### src/rtl/decompress_pkg.sv
`default_nettype none
// ============================================================================
// Module      : decompress_pkg
// Description : Shared constants, types and helpers for the decompression
//               dispatch group (512-to-64).
// Revision    : 1.0 - initial release
// ============================================================================
package decompress_pkg;

  // Engine-index width for a given lane count (at least one bit)
  function automatic int eng_w_of(input int n);
    return (n <= 1) ? 1 : $clog2(n);
  endfunction

  localparam int DECOMPRESS_ENGINES_NO = 24;
  localparam int DECOMPRESS_WORD_SIZE  = 64;
  localparam int VALUE_SIZE_BYTES_NO   = 2;
  localparam int ENG_W                 = eng_w_of(DECOMPRESS_ENGINES_NO);

  // Wide enough for any credit limit from 1 to 15
  localparam int CREDIT_W = 4;

  typedef enum logic [1:0] {
    ST_IDLE   = 2'd0,
    ST_SEARCH = 2'd1,
    ST_GRANT  = 2'd2
  } sched_state_t;

endpackage
`default_nettype wire

### src/rtl/decompress_order_fifo.sv
`default_nettype none
// ============================================================================
// Module      : decompress_order_fifo
// Description : Show-ahead FIFO that records the grant order of engine lanes.
//               Head data is valid whenever the FIFO is not empty.
// Revision    : 1.0 - initial release
// ============================================================================
module decompress_order_fifo #(
  parameter int WIDTH     = 5,
  parameter int ADDR_BITS = 6
) (
  input  logic                 clk,
  input  logic                 rst,
  input  logic                 i_push,
  input  logic [WIDTH-1:0]     i_data,
  input  logic                 i_pop,
  output logic [WIDTH-1:0]     o_data,
  output logic                 o_full,
  output logic                 o_empty,
  output logic [ADDR_BITS:0]   o_count
);

  localparam int DEPTH = 1 << ADDR_BITS;

  logic [WIDTH-1:0]     r_mem [DEPTH];
  logic [ADDR_BITS-1:0] r_wr_ptr;
  logic [ADDR_BITS-1:0] r_rd_ptr;
  logic [ADDR_BITS:0]   r_count;
  logic                 w_push;
  logic                 w_pop;

  assign o_full  = (r_count == (ADDR_BITS+1)'(DEPTH));
  assign o_empty = (r_count == '0);
  assign o_count = r_count;
  assign o_data  = r_mem[r_rd_ptr];

  // Overflow/underflow protection: requests are ignored when they cannot complete
  assign w_push = i_push && !o_full;
  assign w_pop  = i_pop && !o_empty;

  // Storage array; contents need no reset because occupancy gates visibility
  always_ff @(posedge clk) begin
    if (w_push) begin
      r_mem[r_wr_ptr] <= i_data;
    end
  end

  // Pointer and occupancy bookkeeping
  always_ff @(posedge clk) begin
    if (rst) begin
      r_wr_ptr <= '0;
      r_rd_ptr <= '0;
      r_count  <= '0;
    end else begin
      if (w_push) begin
        r_wr_ptr <= r_wr_ptr + 1'b1;
      end
      if (w_pop) begin
        r_rd_ptr <= r_rd_ptr + 1'b1;
      end
      case ({w_push, w_pop})
        2'b10:   r_count <= r_count + 1'b1;
        2'b01:   r_count <= r_count - 1'b1;
        default: r_count <= r_count;
      endcase
    end
  end

endmodule
`default_nettype wire

### src/rtl/decompress_dispatch_sched.sv
`default_nettype none
// ============================================================================
// Module      : decompress_dispatch_sched
// Description : Credit-based round-robin scheduler choosing the engine lane
//               for each incoming value, recording grant order so the output
//               collector can drain lanes in arrival order.
// Revision    : 1.0 - initial release
// ============================================================================
module decompress_dispatch_sched
  import decompress_pkg::sched_state_t;
  import decompress_pkg::ST_IDLE;
  import decompress_pkg::ST_SEARCH;
  import decompress_pkg::ST_GRANT;
  import decompress_pkg::CREDIT_W;
#(
  parameter  int DECOMPRESS_ENGINES_NO = decompress_pkg::DECOMPRESS_ENGINES_NO,
  parameter  int VALUE_SIZE_BYTES_NO   = decompress_pkg::VALUE_SIZE_BYTES_NO,
  parameter  int MAX_OUTSTANDING       = 4,
  parameter  int ORDER_ADDR_BITS       = 6,
  localparam int ENG_W                 = decompress_pkg::eng_w_of(DECOMPRESS_ENGINES_NO),
  localparam int LEN_W                 = 8 * VALUE_SIZE_BYTES_NO
) (
  input  logic                             clk,
  input  logic                             rst,
  input  logic [LEN_W-1:0]                 req_len,
  input  logic                             req_valid,
  output logic                             req_ready,
  input  logic [DECOMPRESS_ENGINES_NO-1:0] eng_almost_full,
  output logic [ENG_W-1:0]                 grant_engine,
  output logic [LEN_W-1:0]                 grant_len,
  output logic                             grant_valid,
  input  logic                             grant_ready,
  output logic [ENG_W-1:0]                 ord_engine,
  output logic                             ord_valid,
  input  logic                             ord_ready,
  output logic [ENG_W:0]                   busy_engines
);

  localparam logic [CREDIT_W-1:0] C_MAX_CREDIT = CREDIT_W'(MAX_OUTSTANDING);

  sched_state_t                     r_state;
  sched_state_t                     w_next_state;
  logic [CREDIT_W-1:0]              r_credit [DECOMPRESS_ENGINES_NO];
  logic [ENG_W-1:0]                 r_rr_ptr;
  logic [ENG_W-1:0]                 r_grant_engine;
  logic [LEN_W-1:0]                 r_len;
  logic [ENG_W:0]                   r_busy;
  logic [ENG_W:0]                   w_busy_count;
  logic [DECOMPRESS_ENGINES_NO-1:0] w_elig;
  logic [DECOMPRESS_ENGINES_NO-1:0] w_inc;
  logic [DECOMPRESS_ENGINES_NO-1:0] w_dec;
  logic [DECOMPRESS_ENGINES_NO-1:0] w_busy_vec;
  logic [ENG_W:0]                   w_pick_res;
  logic                             w_found;
  logic [ENG_W-1:0]                 w_pick;
  logic                             w_hs;
  logic                             w_pop;
  logic                             w_fifo_full;
  logic                             w_fifo_empty;
  logic [ORDER_ADDR_BITS:0]         w_unused_fifo_count;

  // Scan the eligibility vector rotated so that bit 0 is the round-robin
  // pointer; returns {found, lane}.
  function automatic logic [ENG_W:0] rr_pick(
    input logic [DECOMPRESS_ENGINES_NO-1:0] elig,
    input logic [ENG_W-1:0]                 ptr
  );
    logic [DECOMPRESS_ENGINES_NO-1:0] rot;
    logic [ENG_W:0]                   res;
    int                               idx;
    res = '0;
    for (int k = 0; k < DECOMPRESS_ENGINES_NO; k++) begin
      idx = int'(ptr) + k;
      if (idx >= DECOMPRESS_ENGINES_NO) idx = idx - DECOMPRESS_ENGINES_NO;
      rot[k] = elig[idx];
    end
    for (int k = DECOMPRESS_ENGINES_NO - 1; k >= 0; k--) begin
      if (rot[k]) begin
        idx = int'(ptr) + k;
        if (idx >= DECOMPRESS_ENGINES_NO) idx = idx - DECOMPRESS_ENGINES_NO;
        res = {1'b1, ENG_W'(idx)};
      end
    end
    return res;
  endfunction

  assign w_hs      = grant_valid && grant_ready;
  assign w_pop     = ord_valid && ord_ready;
  assign ord_valid = !w_fifo_empty;
  assign grant_len = r_len;

  // Per-lane eligibility and credit movement strobes
  for (genvar gi = 0; gi < DECOMPRESS_ENGINES_NO; gi++) begin : g_lane
    assign w_elig[gi]     = (r_credit[gi] != '0) && !eng_almost_full[gi] && !w_fifo_full;
    assign w_dec[gi]      = w_hs && (grant_engine == ENG_W'(gi));
    assign w_inc[gi]      = w_pop && (ord_engine == ENG_W'(gi));
    assign w_busy_vec[gi] = (r_credit[gi] != C_MAX_CREDIT);
  end

  assign w_pick_res = rr_pick(w_elig, r_rr_ptr);
  assign w_found    = w_pick_res[ENG_W];
  assign w_pick     = w_pick_res[ENG_W-1:0];

  // State register
  always_ff @(posedge clk) begin
    if (rst) begin
      r_state <= ST_IDLE;
    end else begin
      r_state <= w_next_state;
    end
  end

  // Next state and handshake outputs; a lane found in SEARCH is offered in
  // the same cycle so a grant can complete every second cycle.
  always_comb begin
    w_next_state = r_state;
    req_ready    = 1'b0;
    grant_valid  = 1'b0;
    grant_engine = r_grant_engine;
    case (r_state)
      ST_IDLE: begin
        req_ready = !rst;
        if (req_valid && req_ready) begin
          w_next_state = ST_SEARCH;
        end
      end
      ST_SEARCH: begin
        if (w_found) begin
          grant_valid  = 1'b1;
          grant_engine = w_pick;
          w_next_state = grant_ready ? ST_IDLE : ST_GRANT;
        end
      end
      ST_GRANT: begin
        grant_valid = 1'b1;
        if (grant_ready) begin
          w_next_state = ST_IDLE;
        end
      end
      default: w_next_state = ST_IDLE;
    endcase
  end

  // Request length latch, held grant lane and round-robin pointer
  always_ff @(posedge clk) begin
    if (rst) begin
      r_len          <= '0;
      r_grant_engine <= '0;
      r_rr_ptr       <= '0;
    end else begin
      if (req_valid && req_ready) begin
        r_len <= req_len;
      end
      if ((r_state == ST_SEARCH) && w_found) begin
        r_grant_engine <= w_pick;
      end
      if (w_hs) begin
        r_rr_ptr <= (grant_engine == ENG_W'(DECOMPRESS_ENGINES_NO - 1)) ?
                    '0 : grant_engine + 1'b1;
      end
    end
  end

  // Credits: grant consumes, drain returns; both on one lane cancel out and
  // a return at the limit saturates.
  always_ff @(posedge clk) begin
    for (int i = 0; i < DECOMPRESS_ENGINES_NO; i++) begin
      if (rst) begin
        r_credit[i] <= C_MAX_CREDIT;
      end else if (w_inc[i] && !w_dec[i]) begin
        if (r_credit[i] != C_MAX_CREDIT) begin
          r_credit[i] <= r_credit[i] + 1'b1;
        end
      end else if (w_dec[i] && !w_inc[i]) begin
        r_credit[i] <= r_credit[i] - 1'b1;
      end
    end
  end

  // Count of lanes holding at least one in-flight value
  always_comb begin
    w_busy_count = '0;
    for (int i = 0; i < DECOMPRESS_ENGINES_NO; i++) begin
      w_busy_count = w_busy_count + (ENG_W+1)'(w_busy_vec[i]);
    end
  end

  // Registered busy-lane count
  always_ff @(posedge clk) begin
    if (rst) begin
      r_busy <= '0;
    end else begin
      r_busy <= w_busy_count;
    end
  end

  assign busy_engines = r_busy;

  decompress_order_fifo #(
    .WIDTH     (ENG_W),
    .ADDR_BITS (ORDER_ADDR_BITS)
  ) u_order_fifo (
    .clk     (clk),
    .rst     (rst),
    .i_push  (w_hs),
    .i_data  (grant_engine),
    .i_pop   (w_pop),
    .o_data  (ord_engine),
    .o_full  (w_fifo_full),
    .o_empty (w_fifo_empty),
    .o_count (w_unused_fifo_count)
  );

endmodule
`default_nettype wire

### config.mk
export PLATFORM = sky130hd
export DESIGN_NAME = decompress_dispatch_sched
export DESIGN_NICKNAME = d
export VERILOG_FILES = /design/src/rtl/decompress_pkg.sv /design/src/rtl/decompress_order_fifo.sv /design/src/rtl/decompress_dispatch_sched.sv
export SDC_FILE = /design/constraint.sdc
export NUM_CORES = 1
export LEC_CHECK = 0
export BUFFER_PORTS_ARGS = -buffer_cell sky130_fd_sc_hd__buf_2
export CAP_MARGIN = 20
export CORE_UTILIZATION = 49
export DETAILED_ROUTE_END_ITERATION = 10
export HOLD_SLACK_MARGIN = 0.1
export PLACE_DENSITY = 0.65
export SYNTH_ARGS = -nofsm -noshare
export SYNTH_HDL_FRONTEND = slang
export SYNTH_SLANG_ARGS = --single-unit
### constraint.sdc
create_clock -name clk -period 8.7 [get_ports clk]
set_input_delay 1.305 -clock clk [delete_from_list [all_inputs] [get_ports clk]]
set_output_delay 1.305 -clock clk [all_outputs]
set_load 0.05 [all_outputs]
==> results of run 1 <==
==> state kept, by name, indices dropped and copies added (netlist names), named ones only <==
register               count
u_order_fifo.r_wr_ptr      6
r_grant_engine             5
r_state                    2
r_credit                  96
busy_engines               5
u_order_fifo.r_rd_ptr      6
r_rr_ptr                   5
u_order_fifo.r_mem       320
u_order_fifo.o_count       7
grant_len                 16
==> per-stage QoR <==
| step | hold WS [ps] | cell area, um2 | setup slack, ps | power, mW |
|---|---|---|---|---|
| final | 459.5 | 32990 | 472.6 | 6.107 |
| after CTS | 462.9 | 32980 | 430.2 | 6.113 |
| after global placement | 442.1 | 31240 | 689.6 | 3.916 |
| after global routing | 492.6 | 32990 | 30.02 | 6.319 |
| after floorplan | 471.3 | 29980 | 390.4 | 3.540 |
| after detailed placement | 453.0 | 31260 | 530.1 | 3.936 |
==> worst max-delay path, cell delays in order (launching register included) <==
cell       delay (ps)
dfxtp_1           480
clkinv_1          400
ha_1              330
a21o_1            240
xnor2_2           450
inv_2             200
ha_1              250
a211oi_1          500
a21oi_1           190
a32o_1            280
a2bb2oi_1         540
nand3_1           170
nor4_1            520
nand4_2           270
nand2_2           270
a221oi_1           80
o21ai_0           200
o21ai_0           390
inv_2             190
buf_2             350
==> metal layers <==
metal	part of all wire [%]	wire length (um)
met5	0	0
met4	4.3	3921
met3	7.1	6563
met2	47	43120
met1	42	38190
==> how the worst max path moves through the flow <==
stage / startpoint / end / slack (ps) / depth (start not counted)
after floorplan: r_rr_ptr[2]$_SDFFE_PP0N_ / r_credit[2][3]$_SDFFCE_PN0P_ / 390 / 28
after global placement: r_rr_ptr[2]$_SDFFE_PP0N_ / r_credit[2][3]$_SDFFCE_PN0P_ / 690 / 25
after detailed placement: r_rr_ptr[2]$_SDFFE_PP0N_ / r_credit[2][3]$_SDFFCE_PN0P_ / 530 / 25
after CTS: r_rr_ptr[2]$_SDFFE_PP0N_ / grant_engine[0] / 430 / 20
after global routing: r_rr_ptr[2]$_SDFFE_PP0N_ / u_order_fifo.o_count[6]$_SDFFE_PP0P_ / 30 / 29
final: r_rr_ptr[2]$_SDFFE_PP0N_ / grant_engine[0] / 470 / 19
==> kinds of logic (layout without fill, tap and decap cells) <==
| logic type | count (synthesis) | count (layout) | share of synthesized area (%) |
|---|---|---|---|
| and+or+nand+nor | 996 | 996 | 17.90 |
| DFF | 474 | 474 | 45.54 |
| buffers and inverters | 289 | 405 | 4.278 |
| AOI/OAI and AO/OA | 637 | 637 | 15.56 |
| adders and majority gates | 125 | 125 | 5.668 |
| muxes | 148 | 148 | 9.533 |
| xor gates and xnor gates | 45 | 45 | 1.503 |
| other | 1 | 1 | 0.01251 |
==> power breakdown <==
| group | total (mW) | leakage, nW | switching [mW] | internal, mW |
|---|---|---|---|---|
| combinational | 1.30 | 6.38 | 0.843 | 0.458 |
| clock | 2.20 | 0.835 | 0.959 | 1.24 |
| sequential | 2.61 | 4.51 | 0.0566 | 2.55 |
| total | 6.11 | 11.7 | 1.86 | 4.25 |
==> placed cells by master, fill, tap and decap left out, types with 20 or more instances in the layout <==
cell type and instances:
o32ai_1 26, nor4_1 25, a31oi_1 22, o221ai_1 22, nand2b_1 40, a221oi_1 20
nor2_1 192, nor3b_1 28, o22ai_1 21, mux2i_1 29, dfxtp_1 55, xnor2_1 20
clkbuf_16 52, nand4_1 32, or2_2 24, inv_1 145, or3_1 27, a211oi_1 29
a211o_1 20, nand3_1 80, buf_2 77, or4_1 21, ha_1 107, and2_1 37
nor3_1 120, o211ai_1 23, nand3b_1 22, edfxtp_1 416, nor2b_1 46, buf_4 77
o21ai_0 98, a21oi_1 107, and3_1 29, mux4_2 109, nand2_1 200
==> cell type report <==
class / instances / area, um2
fillers: 5127 / 27370
multi-input cells: 1952 / 15070
flip-flops and latches: 474 / 13660
clock buffers: 72 / 1486
repair buffers: 156 / 983.4
well taps: 782 / 978.4
inverters: 153 / 574.3
clock inverters: 24 / 236.5
==> results.ini, run 1 <==
[outcome]
status = complete, no violations

[yosys]
synth_cell_types = 125
synth.top_cell.area_share_pct = 41.67
synth_ff_type = edfxtp_1
yosys-top-cells-count = edfxtp_1, nand2_1, nor2_1
async_flop_share_pct = 0
synth_nets = 2885
synth_edf_count = 416
ys_seq_elements = 474
synthCells = 2715
yosys_warnings = 0
yosysSeqAreaShare_pct = 45.54
avgSynthCellArea_um2 = 11.04
synth_area_leaders = edfxtp_1, mux4_2, ha_1, dfxtp_1, nand2_1
syn_area_mm2 = 0.02998
yosysMostFrequentCell = edfxtp_1
synth_largest_area_cell = edfxtp_1

[power]
power_density_mw_per_mm2 = 185.1
ir_drop_v = 0.0002000
total_leakage_power_nw = 11.72

[critical_path]
r2r_start = r_rr_ptr[2]$_SDFFE_PP0N_
r2r_cells = 24
required_ps = 7390
crit_arrival_ps = 6920
cp-start-kind = register
crit_fanout = 10
ff2ff_setup_slack_ps = 490
timing.rr.end = r_credit[2][3]$_SDFFCE_PN0P_
critPathKind = register to output port
cp-end-kind = output port

[timing]
grt_setup_unrepaired = false
tightest_slew_ps = 1109
period_share_pct = 94.57
fmax_mhz = 121.5
clock_skew_ps = 32.49
hold_viol_final = 0
post-route-min-period_ps = 8227
slew_violations = 0
setup-tns-final_ps = 0
max_slew_margin_pct = 25.87
finalSetupViolations = 0

[placement]
port_buffers = 78
hpwl_um = 67470
dp_cells = 3516
place_congestion = 1.062

[floorplanning]
die_area_mm2 = 0.06218
dieHeight_um = 249.4
initial_core_util_pct = 49.67
dieWidth_um = 249.4
num_rows = 90
pin_count = 80
design.core.area_mm2 = 0.06036

[cells_and_area]
nets = 2958
drive_gt1_share_pct = 16.78
area_delta_synth_final_pct = 10.05
stdcell_count = 3613
num_antenna_cells = 0
utilization_pct = 54.66

[routing]
remaining_drc_errors = 0
drt-pass1-iter-count = 6
drtAntennaViolNets = 0
vias = 23870
vias_per_cell = 6.606
wl_per_cell_um = 25.41
drt-initial-drc-count = 2424
drt-total-wl_um = 91790

[clock_network]
path_clk_slew_ps = 60
cts_sinks = 474
hold_buffers = 0
clockBufferDepth = 3
numCtsBuffers = 51
cts_setup_buffers = 0
cts_tree = done
htreeDepth = 2
cts_resized = 0
cts-root-buf = clkbuf_16
clkLatencyLatePin_ps = 630

[min_path]
whs_path_depth = 2
min_from = grant_len[1]$_SDFFE_PP0P_
hold_path.class = register to register
whs_endpoint = grant_len[1]$_SDFFE_PP0P_

[global_route]
grt_pass1_vias = 22780
grt.busiest_layer = met2
grt_pass1_wl_um = 139800
grt_antenna_before_repair = 0
use_met2_pct = 47.24
track_usage_pct = 29.22
grtUsageMet3_pct = 3.981
grtUsageMet1_pct = 39.61
grt_max_degree = 67
overflow = 0

[run]
maxCapViolations = 0

No activity file was read; power rests on OpenSTA's default activity.
==> inputs of run 2 (changes only) <==
ABC_AREA = 1   (was not set)
TNS_END_PERCENT = 5   (was not set)
==> results.ini, run 2 <==
[outcome]
status = complete, no violations

[floorplanning]
design.core.area_mm2 = 0.05682
initial_core_util_pct = 49.96
num_rows = 87
pin_count = 80
dieHeight_um = 242.7
dieWidth_um = 242.7
die_area_mm2 = 0.05890

[timing]
hold_viol_final = 0
max_slew_margin_pct = 35.06
post-route-min-period_ps = 7724
clock_skew_ps = 36.04
hold_ws_ps = 485.1
grt_setup_unrepaired = false
tightest_slew_ps = 973.1
fin_ws_ps = 976.5
slew_violations = 0
finalSetupViolations = 0
period_share_pct = 88.78
setup-tns-final_ps = 0
fmax_mhz = 129.5

[clock_network]
path_clk_slew_ps = 60
hold_buffers = 0
numCtsBuffers = 51
htreeDepth = 2
cts_sinks = 474
cts_tree = done
cts-root-buf = clkbuf_16
cts_resized = 0
clkLatencyLatePin_ps = 620
cts_setup_buffers = 0
clockBufferDepth = 3

[power]
p_sw_share_pct = 43.49
p_comb_share_pct = 44.7
p_int_mw = 5.225
total_power_mw = 9.246
ir_drop_v = 0.0003063
switching_power_mw = 4.021
total_leakage_power_nw = 12.42
pwr-share-clk_pct = 24.0
seq_power_share_pct = 31.3
power_density_mw_per_mm2 = 297.4

[critical_path]
crit_fanout = 68
path_buf_inv = 5
crit_arrival_ps = 6420
r2r_cells = 43
required_ps = 7390
critPathMaxStageDelay_ps = 600
cp-start-kind = register
timing.rr.end = r_credit[0][14]$_DFFE_PP_
cp-end-kind = output port
crit_family = buffers and inverters
cpMaxStageDelayCell = dfxtp_1
crit_top_cell = nand2_1
ff2ff_setup_slack_ps = 1530
critPathKind = register to output port
r2r_start = r_rr_ptr[2]$_SDFFE_PP0N_

[yosys]
synth_ff_type = edfxtp_1
synth_area_leaders = edfxtp_1, nand2_1, nor2_1, o21ai_0, ha_1
async_flop_share_pct = 0
yosysSeqAreaShare_pct = 48.09
ys_seq_elements = 474
synth_cell_types = 71
synthCells = 3229
synth_largest_area_cell = edfxtp_1
syn_area_mm2 = 0.02839
synth_nets = 3399
yosysMostFrequentCell = nand2_1
avgSynthCellArea_um2 = 8.792
synth_edf_count = 416
yosys-top-cells-count = nand2_1, nor2_1, edfxtp_1
yosys_warnings = 0
synth.top_cell.area_share_pct = 44.00

[cells_and_area]
drive_gt1_share_pct = 9.888
largest_reg_flops = 320
nets = 3426
layout_common_cells = nand2_1, nor2_1, edfxtp_1
fillCellCount = 5211
num_antenna_cells = 0
area_delta_synth_final_pct = 9.516
layout_commonest_cell = nand2_1
utilization_pct = 54.71
top_register = u_order_fifo.r_mem

[min_path]
hold_path.class = register to register
min_from = grant_len[14]$_SDFFE_PP0P_
whs_endpoint = grant_len[14]$_SDFFE_PP0P_
whs_path_depth = 2

[global_route]
overflow = 0
grt_pass1_vias = 22160
grt_max_degree = 97
track_usage_pct = 26.83
grt_antenna_before_repair = 1
grt_pass1_wl_um = 124400

[routing]
remaining_drc_errors = 0
vias_per_cell = 5.770
vias = 23390
wl_per_cell_um = 19.70
drt-initial-drc-count = 2182
drt-pass1-iter-count = 6
drtAntennaViolNets = 0
drt-total-wl_um = 79860

[placement]
place_congestion = 1.044
hpwl_um = 56750
port_buffers = 78
dp_slack_ps = 1258

[run]
maxCapViolations = 0

==> run 2: changes by cell type in the layout (fill, tap and decap cells not counted), moves of 63 or more <==
cell / previous run / this run
mux4_2: 109 / 0
inv_1: 145 / 287
o21ai_0: 98 / 282
xor2_1: 18 / 89
nand3_1: 80 / 253
nand2_1: 200 / 478
o22ai_1: 21 / 84
nor3_1: 120 / 35
nor2_1: 192 / 441
==> run 2: worst max path at each step <==
stage	endpoint	depth (start not counted)	slack, ps	from
floorplan	r_credit[2][3]$_SDFFCE_PN0P_	45	1060	r_rr_ptr[0]$_SDFFE_PP0N_
global placement	grant_engine[0]	32	1280	eng_almost_full[19]
detailed placement	r_credit[0][13]$_DFFE_PP_	38	1260	eng_almost_full[19]
CTS	grant_engine[0]	37	1060	r_rr_ptr[2]$_SDFFE_PP0N_
global route	grant_engine[0]	36	440	r_rr_ptr[2]$_SDFFE_PP0N_
finish	grant_engine[0]	37	980	r_rr_ptr[2]$_SDFFE_PP0N_
==> run 2: logic make-up (layout without fill, tap and decap cells) <==
group	count (synthesis)	after routing	share of synthesized area, %
xor+xnor	134	134	4.333
buf+inv	466	534	6.624
simple gates	1358	1358	21.67
compound gates	665	665	13.07
mux	6	6	0.2116
fa+ha+maj	125	125	5.985
flops	474	474	48.09
other cells	1	1	0.01321
==> run 2: cell type report <==
class	count	area (um2)	area share (%)
flip-flops and latches	474	13660	43.93
multi-input cells	2289	12870	41.40
clock buffers	65	1349	4.338
inverters	332	1269	4.081
well taps	756	945.9	3.042
repair buffers	108	628.1	2.020
clock inverters	29	369.1	1.187
==> run 2: routing by layer <==
layer / share of wire, % / global-route usage (%) / up-vias
li1: - / - / 11150
met1: 43 / 36.12 / 11230
met2: 46 / 43.54 / 830
met3: 6.4 / 3.627 / 173
met4: 4.2 / 11.27 / 2
met5: 0.014 / 0 / -
==> run 2: power by group through the flow <==
stage / combinational [mW] / sequential, mW / clock (mW)
after floorplan: 2.82 / 2.99 / 0
after global placement: 4.03 / 2.93 / 0
after detailed placement: 4.05 / 2.94 / 0
after CTS: 4.08 / 2.89 / 2.24
after global routing: 4.56 / 2.90 / 2.33
final: 4.14 / 2.89 / 2.22
==> run 2: tightest hold or removal path, cell delays in order (launching register included) <==
cell and delay, ps:
dfxtp_1 310, nand2_1 60, o21ai_0 70
==> run 2: stage by stage <==
stage	instances	instance area (um2)
floorplan	3229	28390
global placement	3959	29370
detailed placement	3959	29370
CTS	4053	31090
global route	4053	31090
finish	4053	31090
